### src/rtl/ids_bus_pkg.sv
// ----------------------------------------------------------------------------
// ids_bus_pkg
// Shared definitions for the ids bus arbiter and its round-robin picker:
//   - byte-enable / size codes carried on i_m_size / o_s_size
//   - default widths, master/slave counts, hold window and address map
//   - the arbiter FSM state enum (IDLE, OWN)
// No ports (package).
// ----------------------------------------------------------------------------
package ids_bus_pkg;

  // Size codes double as byte-enable masks for the low lanes.
  localparam logic [3:0] SZ_BYTE = 4'b0001;
  localparam logic [3:0] SZ_HALF = 4'b0011;
  localparam logic [3:0] SZ_WORD = 4'b1111;

  localparam int DEF_XLEN     = 32;
  localparam int DEF_NUM_M    = 4;
  localparam int DEF_NUM_S    = 4;
  localparam int DEF_MAX_HOLD = 16;

  // Default map: 0 = DMEM, 1 = PIM buffer, 2 = UART, 3 = PIM port.
  localparam logic [31:0] DEF_S_BASE [4] = '{
    32'h1000_0000, 32'h2000_0000, 32'h8000_0000, 32'h4000_0000
  };
  localparam logic [31:0] DEF_S_MASK [4] = '{
    32'hFFFF_0000, 32'hFFF0_0000, 32'hFFFF_FFF0, 32'hFFFF_FF00
  };

  typedef enum logic {
    IDLE = 1'b0,
    OWN  = 1'b1
  } state_e;

endpackage

### src/rtl/ids_rr_arbiter.sv
// ----------------------------------------------------------------------------
// ids_rr_arbiter
// Purely combinational round-robin picker. Searches the request vector
// upward from a start pointer, wrapping past NUM_M-1 back to 0, skipping any
// master set in the exclude mask. Implemented as a fixed-priority search over
// the request vector concatenated with itself, restricted to the window
// [ptr, ptr+NUM_M).
//
// Ports:
//   req_i   [NUM_M]          request vector
//   ptr_i   [clog2(NUM_M)]   index the search starts from
//   excl_i  [NUM_M]          masters that may not win
//   gnt_o   [NUM_M]          one-hot winner (0 when none)
//   valid_o                  a winner exists
// ----------------------------------------------------------------------------
module ids_rr_arbiter #(
  parameter int NUM_M = 4
) (
  input  logic [NUM_M-1:0]         req_i,
  input  logic [$clog2(NUM_M)-1:0] ptr_i,
  input  logic [NUM_M-1:0]         excl_i,
  output logic [NUM_M-1:0]         gnt_o,
  output logic                     valid_o
);

  // Wide enough to hold ptr + NUM_M - 1 without overflow.
  localparam int DW = $clog2(2 * NUM_M);

  logic [NUM_M-1:0]   masked;
  logic [2*NUM_M-1:0] dbl;
  logic [2*NUM_M-1:0] dbl_gnt;
  logic [DW-1:0]      lo;
  logic [DW-1:0]      hi;
  logic               found;

  always_comb begin
    masked  = req_i & ~excl_i;
    dbl     = {masked, masked};
    lo      = DW'(ptr_i);
    hi      = lo + DW'(NUM_M);
    dbl_gnt = '0;
    found   = 1'b0;
    for (int j = 0; j < 2 * NUM_M; j++) begin
      if (!found && dbl[j] && (DW'(j) >= lo) && (DW'(j) < hi)) begin
        dbl_gnt[j] = 1'b1;
        found      = 1'b1;
      end
    end
  end

  // Fold the doubled one-hot back onto master indices.
  assign gnt_o   = dbl_gnt[NUM_M-1:0] | dbl_gnt[2*NUM_M-1:NUM_M];
  assign valid_o = found;

endmodule

### src/rtl/ids_bus_arb.sv
// ----------------------------------------------------------------------------
// ids_bus_arb
// N-master / M-slave shared bus. Round-robin arbitration with a bounded hold
// window, base/mask slave decode (lowest index wins on overlap) and one-cycle
// registered read return.
//
// Handshake: a master raises i_m_req and keeps it high for as long as it
// wants the bus. o_m_gnt[k] rises the cycle after the request is seen. Every
// cycle in which master k holds the grant and drives a strobe is one access;
// writes complete in that cycle, reads return o_m_rvalid[k] with o_m_rdata
// exactly one cycle later, whatever the grant does in between. Dropping
// i_m_req releases the grant one cycle later.
//
// Ports:
//   i_clk, i_rst      clock, asynchronous active-high reset
//   i_m_req/o_m_gnt   per-master request, one-hot grant
//   i_m_addr/write/read/size/wdata   per-master access, master k at slice k
//   o_m_rdata         read data, broadcast; o_m_rvalid one-hot target
//   o_s_*             slave side, combinationally muxed from the owner
//   i_s_rdata         per-slave read data, valid one cycle after o_s_read
//   o_dec_err         registered pulse for an access that hit no slave
//   o_dbg_state       arbiter FSM state
// ----------------------------------------------------------------------------
module ids_bus_arb
  import ids_bus_pkg::*;
#(
  parameter int               XLEN              = DEF_XLEN,
  parameter int               NUM_M             = DEF_NUM_M,
  parameter int               NUM_S             = DEF_NUM_S,
  parameter logic [XLEN-1:0]  S_BASE [NUM_S]    = DEF_S_BASE,
  parameter logic [XLEN-1:0]  S_MASK [NUM_S]    = DEF_S_MASK,
  parameter int               MAX_HOLD          = DEF_MAX_HOLD
) (
  input  logic                    i_clk,
  input  logic                    i_rst,
  input  logic [NUM_M-1:0]        i_m_req,
  output logic [NUM_M-1:0]        o_m_gnt,
  input  logic [NUM_M*XLEN-1:0]   i_m_addr,
  input  logic [NUM_M-1:0]        i_m_write,
  input  logic [NUM_M-1:0]        i_m_read,
  input  logic [NUM_M*4-1:0]      i_m_size,
  input  logic [NUM_M*XLEN-1:0]   i_m_wdata,
  output logic [XLEN-1:0]         o_m_rdata,
  output logic [NUM_M-1:0]        o_m_rvalid,
  output logic [NUM_S-1:0]        o_s_sel,
  output logic [XLEN-1:0]         o_s_addr,
  output logic                    o_s_write,
  output logic                    o_s_read,
  output logic [3:0]              o_s_size,
  output logic [XLEN-1:0]         o_s_wdata,
  input  logic [NUM_S*XLEN-1:0]   i_s_rdata,
  output logic                    o_dec_err,
  output state_e                  o_dbg_state
);

  localparam int         MW        = $clog2(NUM_M);
  localparam logic [7:0] HOLD_LAST = 8'(MAX_HOLD - 1);

  // Arbitration state
  state_e           state_q, state_d;
  logic [NUM_M-1:0] gnt_q, gnt_d;
  logic [MW-1:0]    ptr_q, ptr_d;
  logic [7:0]       hold_q, hold_d;

  // Read return / error state
  logic [NUM_M-1:0] rvalid_q, rvalid_d;
  logic [NUM_S-1:0] rsel_q, rsel_d;
  logic             dec_err_q, dec_err_d;

  // Owner view
  logic [MW-1:0]    owner_idx;
  logic [MW-1:0]    owner_inc;
  logic             own_req;
  logic [XLEN-1:0]  own_addr;
  logic [XLEN-1:0]  own_wdata;
  logic [3:0]       own_size;
  logic             own_rd;
  logic             own_wr;
  logic [NUM_S-1:0] s_sel;
  logic             rd_acc;
  logic             any_acc;

  // Arbiter hookup
  logic [MW-1:0]    arb_ptr;
  logic [NUM_M-1:0] arb_excl;
  logic [NUM_M-1:0] arb_gnt;
  logic             arb_valid;

  // --------------------------------------------------------------------------
  // Owner index and owner-side mux. gnt_q is one-hot or zero, so an OR-mux
  // yields zeros on every field while nobody owns the bus.
  // --------------------------------------------------------------------------
  always_comb begin
    owner_idx = '0;
    own_addr  = '0;
    own_wdata = '0;
    own_size  = '0;
    own_rd    = 1'b0;
    own_wr    = 1'b0;
    for (int k = 0; k < NUM_M; k++) begin
      if (gnt_q[k]) begin
        owner_idx = MW'(k);
        own_addr  = i_m_addr[k*XLEN +: XLEN];
        own_wdata = i_m_wdata[k*XLEN +: XLEN];
        own_size  = i_m_size[k*4 +: 4];
        own_rd    = i_m_read[k];
        own_wr    = i_m_write[k];
      end
    end
  end

  assign owner_inc = (owner_idx == MW'(NUM_M - 1)) ? '0 : owner_idx + MW'(1);
  assign own_req   = |(i_m_req & gnt_q);

  // Decode walks from the top index down so the lowest matching slave is
  // the one left standing.
  always_comb begin
    s_sel = '0;
    if (|gnt_q) begin
      for (int s = NUM_S - 1; s >= 0; s--) begin
        if ((own_addr & S_MASK[s]) == S_BASE[s]) begin
          s_sel    = '0;
          s_sel[s] = 1'b1;
        end
      end
    end
  end

  // While owning, search starts after the owner and skips it, which is
  // exactly the forced-handover candidate. In IDLE, search from the pointer.
  assign arb_ptr  = (state_q == OWN) ? owner_inc : ptr_q;
  assign arb_excl = (state_q == OWN) ? gnt_q : '0;

  ids_rr_arbiter #(
    .NUM_M (NUM_M)
  ) u_rr (
    .req_i   (i_m_req),
    .ptr_i   (arb_ptr),
    .excl_i  (arb_excl),
    .gnt_o   (arb_gnt),
    .valid_o (arb_valid)
  );

  // --------------------------------------------------------------------------
  // FSM: state register
  // --------------------------------------------------------------------------
  always_ff @(posedge i_clk or posedge i_rst) begin
    if (i_rst) begin
      state_q <= IDLE;
      gnt_q   <= '0;
      ptr_q   <= '0;
      hold_q  <= '0;
    end else begin
      state_q <= state_d;
      gnt_q   <= gnt_d;
      ptr_q   <= ptr_d;
      hold_q  <= hold_d;
    end
  end

  // --------------------------------------------------------------------------
  // FSM: next state
  // --------------------------------------------------------------------------
  always_comb begin
    state_d = state_q;
    gnt_d   = gnt_q;
    ptr_d   = ptr_q;
    hold_d  = hold_q;
    case (state_q)
      IDLE: begin
        if (arb_valid) begin
          state_d = OWN;
          gnt_d   = arb_gnt;
          hold_d  = '0;
        end
      end
      OWN: begin
        if (!own_req) begin
          state_d = IDLE;
          gnt_d   = '0;
          ptr_d   = owner_inc;
          hold_d  = '0;
        end else if (arb_valid) begin
          // Someone else is waiting: count down the hold window, then hand
          // the bus straight to the next round-robin winner.
          if (hold_q == HOLD_LAST) begin
            gnt_d  = arb_gnt;
            ptr_d  = owner_inc;
            hold_d = '0;
          end else begin
            hold_d = hold_q + 8'd1;
          end
        end else begin
          hold_d = '0;
        end
      end
      default: begin
        state_d = IDLE;
        gnt_d   = '0;
      end
    endcase
  end

  // --------------------------------------------------------------------------
  // FSM: outputs (slave side is combinational from the owner)
  // --------------------------------------------------------------------------
  always_comb begin
    o_s_sel   = s_sel;
    o_s_addr  = own_addr;
    o_s_size  = own_size;
    o_s_wdata = own_wdata;
    // A write wins over a simultaneous read.
    o_s_write = own_wr & (|s_sel);
    o_s_read  = own_rd & ~own_wr & (|s_sel);
  end

  assign o_m_gnt     = gnt_q;
  assign o_dbg_state = state_q;

  // --------------------------------------------------------------------------
  // Read return and decode error. A read miss still returns rvalid; its
  // rsel_q is zero so the data mux returns zero.
  // --------------------------------------------------------------------------
  assign rd_acc    = own_rd & ~own_wr;
  assign any_acc   = own_rd | own_wr;
  assign rvalid_d  = rd_acc ? gnt_q : '0;
  assign rsel_d    = rd_acc ? s_sel : '0;
  assign dec_err_d = any_acc & ~(|s_sel);

  always_ff @(posedge i_clk or posedge i_rst) begin
    if (i_rst) begin
      rvalid_q  <= '0;
      rsel_q    <= '0;
      dec_err_q <= 1'b0;
    end else begin
      rvalid_q  <= rvalid_d;
      rsel_q    <= rsel_d;
      dec_err_q <= dec_err_d;
    end
  end

  always_comb begin
    o_m_rdata = '0;
    for (int s = 0; s < NUM_S; s++) begin
      if (rsel_q[s]) o_m_rdata = i_s_rdata[s*XLEN +: XLEN];
    end
  end

  assign o_m_rvalid = rvalid_q;
  assign o_dec_err  = dec_err_q;

endmodule

### config.mk
export PLATFORM = sky130hd
export DESIGN_NAME = ids_bus_arb
export DESIGN_NICKNAME = d
export VERILOG_FILES = /design/src/rtl/ids_bus_pkg.sv /design/src/rtl/ids_rr_arbiter.sv /design/src/rtl/ids_bus_arb.sv
export SDC_FILE = /design/constraint.sdc
export NUM_CORES = 1
export LEC_CHECK = 0
export CAP_MARGIN = 30
export CORE_AREA = 2 2 205 207
export DETAILED_ROUTE_END_ITERATION = 16
export DIE_AREA = 0 0 207 209
export SYNTH_ARGS = -nofsm -noshare
export SYNTH_HDL_FRONTEND = slang
export SYNTH_SLANG_ARGS = --single-unit
### constraint.sdc
create_clock -name i_clk -period 6.6 [get_ports i_clk]
set_clock_uncertainty 0.1 [all_clocks]
set_input_delay 0.66 -clock i_clk [delete_from_list [all_inputs] [get_ports i_clk]]
set_output_delay 0.66 -clock i_clk [all_outputs]
set_load 0.03 [all_outputs]
After elaboration in Yosys (flattened, before gate mapping). Cells that the tools add are included.

Bits in registers: 24. Logic and storage cells: 148.

Add/subtract/negate cells: 3. $lt $le $gt $ge: 14. Equality and inequality tests: 11. Muxes and demuxes: 68. Bitwise operators: 12. Reductions and logical operators: 33.

Operators with widths (count): $mux 32 (12); $mux 4 (16); $mux 8 (4); $eq 28x28->1 const B (1); $mux 1 (26); $eq 24x23->1 const B (1); $logic_and 1x1->1 (21); $eq 16x13->1 const B (1); $pmux 8 s2 (1); $mux 2 (7); $eq 12x10->1 const B (1); $lt 3x3->1 const A (4); $reduce_or 4->1 (3); $ge 3x2->1 const A (3); $add 8x1->8 const B (1); $and 4x4->4 (2); $eq 8x4->1 const B (1); $pmux 4 s2 (1); $logic_not 1->1 (7); $lt 1x3->1 const A (2); $lt 2x3->1 const A (2); $ne 3x2->1 const B (2); $reduce_and 3->1 (2); $and 1x1->1 (4); 12 further kinds (16).

Depth between registers and ports, before layout.
Depth after elaboration: 48. Gate-level depth with buffers: 13. Mapped depth without buffers: 9.

Modules after synthesis. A second synthesis with hierarchy kept.

Cells, all modules: 683. Area total of the unflattened synthesis: 4385.5 um^2.

Modules (own cells, without submodules): ids_bus_arb (times used 1, cells an instance 662, area each 4261.6 um^2, seq. area each 600.6 um^2); ids_rr_arbiter (times used 1, cells an instance 21, area each 123.9 um^2, seq. area each 0.0 um^2).

Least setup slack after synthesis. Ideal clock, no wire load.

Kind: in2out. From: input i_m_addr[22]. To: output o_s_read. Data arrival time: 3.105 ns. Required time: 5.840 ns. Setup slack: 2.735 ns. Stages: 7. Path buffers: 0. Cells stage by stage: or4_1 > or4_1 > a22oi_2 > nand4b_4 > nor4_4 > a2111oi_2 > nor2b_1.

Cells in the longest elaborated chain, start to end: 12. Elaborated cells between the ends (all ways): 15. Classes of those cells: 4 x eq/ne; 9 x mux; 1 x bitwise; 1 x reduce/logical.

RTL lines: start, declared (line ids_bus_arb.sv:38) `input logic [NUM_M*XLEN-1:0] i_m_addr,`; $mux 32 * (4 in a row) (line ids_bus_arb.sv:101) `if (gnt_q[k]) begin`; $eq 24x23->1 (line ids_bus_arb.sv:121) `if ((own_addr & S_MASK[s]) == S_BASE[s]) begin`; $mux 4 (3 in a row) (line ids_bus_arb.sv:121); $mux 4 * (line ids_bus_arb.sv:121); $mux 4 * (line ids_bus_arb.sv:119) `if (|gnt_q) begin`; via o_s_sel[3] (line ids_bus_arb.sv:45) `output logic [NUM_S-1:0] o_s_sel,`; $reduce_or 4->1 * (line ids_bus_arb.sv:214) `o_s_read = own_rd & ~own_wr & (|s_sel);`; $and 1x1->1 * (line ids_bus_arb.sv:214); end, declared (line ids_bus_arb.sv:48) `output logic o_s_read,`.

Mark *: on every way through the listed nets, which the timed path passes. The rest lies on a longest branch.

Worst setup path after layout.
From: register gnt_q[2], in the netlist o_m_gnt[2]. To: output o_s_read.

Cells in the longest elaborated chain, start to end: 10. Elaborated cells between the ends (all ways): 20. Classes of those cells: 4 x eq/ne; 11 x mux; 3 x bitwise; 2 x reduce/logical.

RTL lines: start, declared (line ids_bus_arb.sv:61) `logic [NUM_M-1:0] gnt_q, gnt_d;`; start signal, assigned (line ids_bus_arb.sv:155) `gnt_q <= gnt_d;`; $mux 32 (2 in a row) (line ids_bus_arb.sv:101); $eq 24x23->1 (line ids_bus_arb.sv:121); $mux 4 (4 in a row) (line ids_bus_arb.sv:121); $mux 4 (line ids_bus_arb.sv:119); $reduce_or 4->1 (line ids_bus_arb.sv:214); $and 1x1->1 * (line ids_bus_arb.sv:214).

Mark *: on every way between the ends. The rest lies on a longest branch, timed or not.

==> out/qor.yml <==
clock_network:
  cts_setup_buffers: 0
  cts_hold_buffers: 0
  clk_pin_slew_worst_paths_ps: 70
  cts_max_path_buffers: 2
  worstSkewPairLatency_ps: 260
  tritoncts: "done"
  clock_sinks: 24
  cts_resized: 0
  clk_root_buffer_cell: "clkbuf_16"
  cts_buffers: 3
  htreeDepth: 1
logic_synthesis:
  synth_top_area_share_pct: 14.7
  syn_area_per_cell_sq_um: 6.72
  synth.most_common_cell: "nor2_1"
  ys_types: 57
  yosys-top-cells-area: "a22oi_1, dfrtp_1, a221o_1"
  ys.flop_type: "dfrtp_1"
  synth-seq-area-share_pct: 14.0
  synth_nets: 1055
  async_flop_share_pct: 100
  synth_seq_cells: 24
  synth_commonest_cells: "nor2_1, a22oi_1, nand2_1, a21oi_1, o21ai_0"
  synth-edff-count: 0
  ys_warn_count: 0
  synthesis.instances: 639
  synth.largest_area_cell: "a22oi_1"
  syn_area_sq_um: 4290
drt:
  avgRoutedWirePerCell_microns: 20.5
  route.vias.total: 7294
  drc_errors: 0
  met2WireLength_mm: 17.8
  drt-total-wl_mm: 33.9
  antenna_left: 0
  drt_pre_antenna_iters: 5
  via_per_inst: 4.41
  m1WireLength_mm: 12.0
  initialDrtViolationCount: 562
  top_layer: "met4"
  wl_met3_mm: 2.84
power_and_ir_drop:
  leakagePower_nw: 3.75
  vdd_drop_max_mv: 0.235
  power_w: 0.00333
  pwr_density_cell_nw_per_um2: 326
finish:
  nFillCells: 4510
  area_growth_pct: 138
  nets: 1531
  fin_area_sq_um: 10200
  drive_gt1_share_pct: 2.96
global_routing:
  grt_pass1_wl_mm: 47.5
  grt_pass1_vias: 7282
  antenna_found_initial: 3
  grt_overflow_total: 0
  grt_usage_pct: 14.5
  grt_max_degree: 102
critical_path:
  crit_type: "flip-flop to primary output"
  path_max_fanout: 94
  worstPathArrival_ps: 3910
  critPathLaunchType: "flip-flop"
  critPathCaptureType: "primary output"
  required_ps: 5840
die:
  die_w_microns: 207
  ios: 530
  dieArea_sq_um: 43300
  coreArea_sq_um: 41300
  start_util_pct: 10.4
  row_count: 75
  fp.dieH_microns: 209
timing:
  fmax_mhz: 214
  tns_ps: 0
  worst_slew_pin_slew_ps: 959
  hold_viol: 0
  maxSlewHeadroom_pct: 36.1
  rsz0062_at_grt: "false"
  fin_crit_sh_pct: 70.8
  hold_ws_ps: 406
  min_period_ps: 4670
  timing.final.max_slew_violations: 0
  setup_viol: 0
placement:
  hpwl_mm: 28.9
  place.gp.congestion: 0.935
  place_area_sq_um: 10100
  port_buffers: 529
status:
  status: "finished, final reports clean"
worst_hold_path:
  hold_path.class: "flip-flop to flip-flop"
job:
  drv_cap: 0
[power breakdown]
part | switching [W] | internal, W | total, W
Combinational | 0.00167 | 0.00121 | 0.00289
Sequential | 0.0000825 | 0.000180 | 0.000262
Clock | 0.0000575 | 0.000121 | 0.000178
Total | 0.00181 | 0.00151 | 0.00333
[routing by layer]
layer / track usage [%] / vias to the layer above
met1: 15.3 / 3410
met3: 3.44 / 36
met2: 27.5 / 447
met5: 0 / -
met4: 5.74 / 0
li1: - / 3401
[cells in the final DEF (no fill, tap or decap), types with 4 or more instances in the layout]
master             n
nand2b_1           4
inv_1             12
nor2b_1            7
dfrtp_1           20
nand3_1            6
a21oi_1           57
a2bb2oi_1         15
nand2_1           60
buf_4              6
nor2_1            92
a22oi_1           84
clkdlybuf4s50_1  529
or4_1              4
a21o_1            15
and2_1            10
a221o_1           43
nand3b_1          20
o21ai_1            5
and3_1             6
o21ai_0           44
a211oi_1           4
nor3_1             7
nor4_1             4
[flip-flops by register name, indices dropped and copies added, names as in the netlist]
name         cells
o_m_gnt          4
rsel_q           4
o_dec_err        1
ptr_q            2
o_dbg_state      1
o_m_rvalid       4
hold_q           8
[area by class of cell]
cell class              count  area [sq um]  area share, %
clock inverters             1          30.0          0.294
well taps                 539           674           6.59
clock buffers               3          75.1          0.734
flip-flops and latches     24           611           5.97
inverters                  12          45.0          0.440
diodes                      2          5.00         0.0489
repair buffers            538          5420           52.9
multi-input cells         536          3370           33.0
[cell families after synthesis]
group	count (synthesis)	synth area share, %
AO/OA/AOI/OAI	295	49.0
XOR/XNOR	1	0.204
adder cells (fa/ha/maj)	2	0.583
buffers and inverters	79	7.84
flip-flops	24	14.0
multiplexers	3	0.758
AND/OR/NAND/NOR	235	27.6
[through the flow]
stage,util [%],cells,setup slack [ps]
floorplan,-,639,2740
finish,24.8,1655,1930
global route,24.8,1655,1720
CTS,24.6,1651,1800
global placement,24.3,1646,2100
detailed placement,24.4,1647,2050
[worst max-delay path, cell delays in order, from the launching register on]
cell and delay [ps]:
dfrtp_4 560, buf_16 240, nor4b_4 330, buf_4 650
nand2_1 150, o211ai_1 190, nand2b_1 110, nor4_2 380
a2111oi_2 160, nor2b_1 140, clkdlybuf4s50_1 690
[path summary, 6_finish.rpt]
check / startpoint / end / slack [ps] / depth (start not counted)
max: o_m_gnt[2] / o_s_read / 1930 / 10
min: ptr_q[0] / ptr_q[0] / 410 / 2
max reg2reg: o_m_gnt[2] / o_dec_err / 3100 / 9
min reg2reg: ptr_q[0] / ptr_q[0] / 410 / 2
max in group asynchronous: i_rst / o_m_gnt[3] / 5420 / 3
min in group asynchronous: i_rst / rsel_q[0] / 560 / 2
Note: power is estimated with default switching activity, not from simulation.
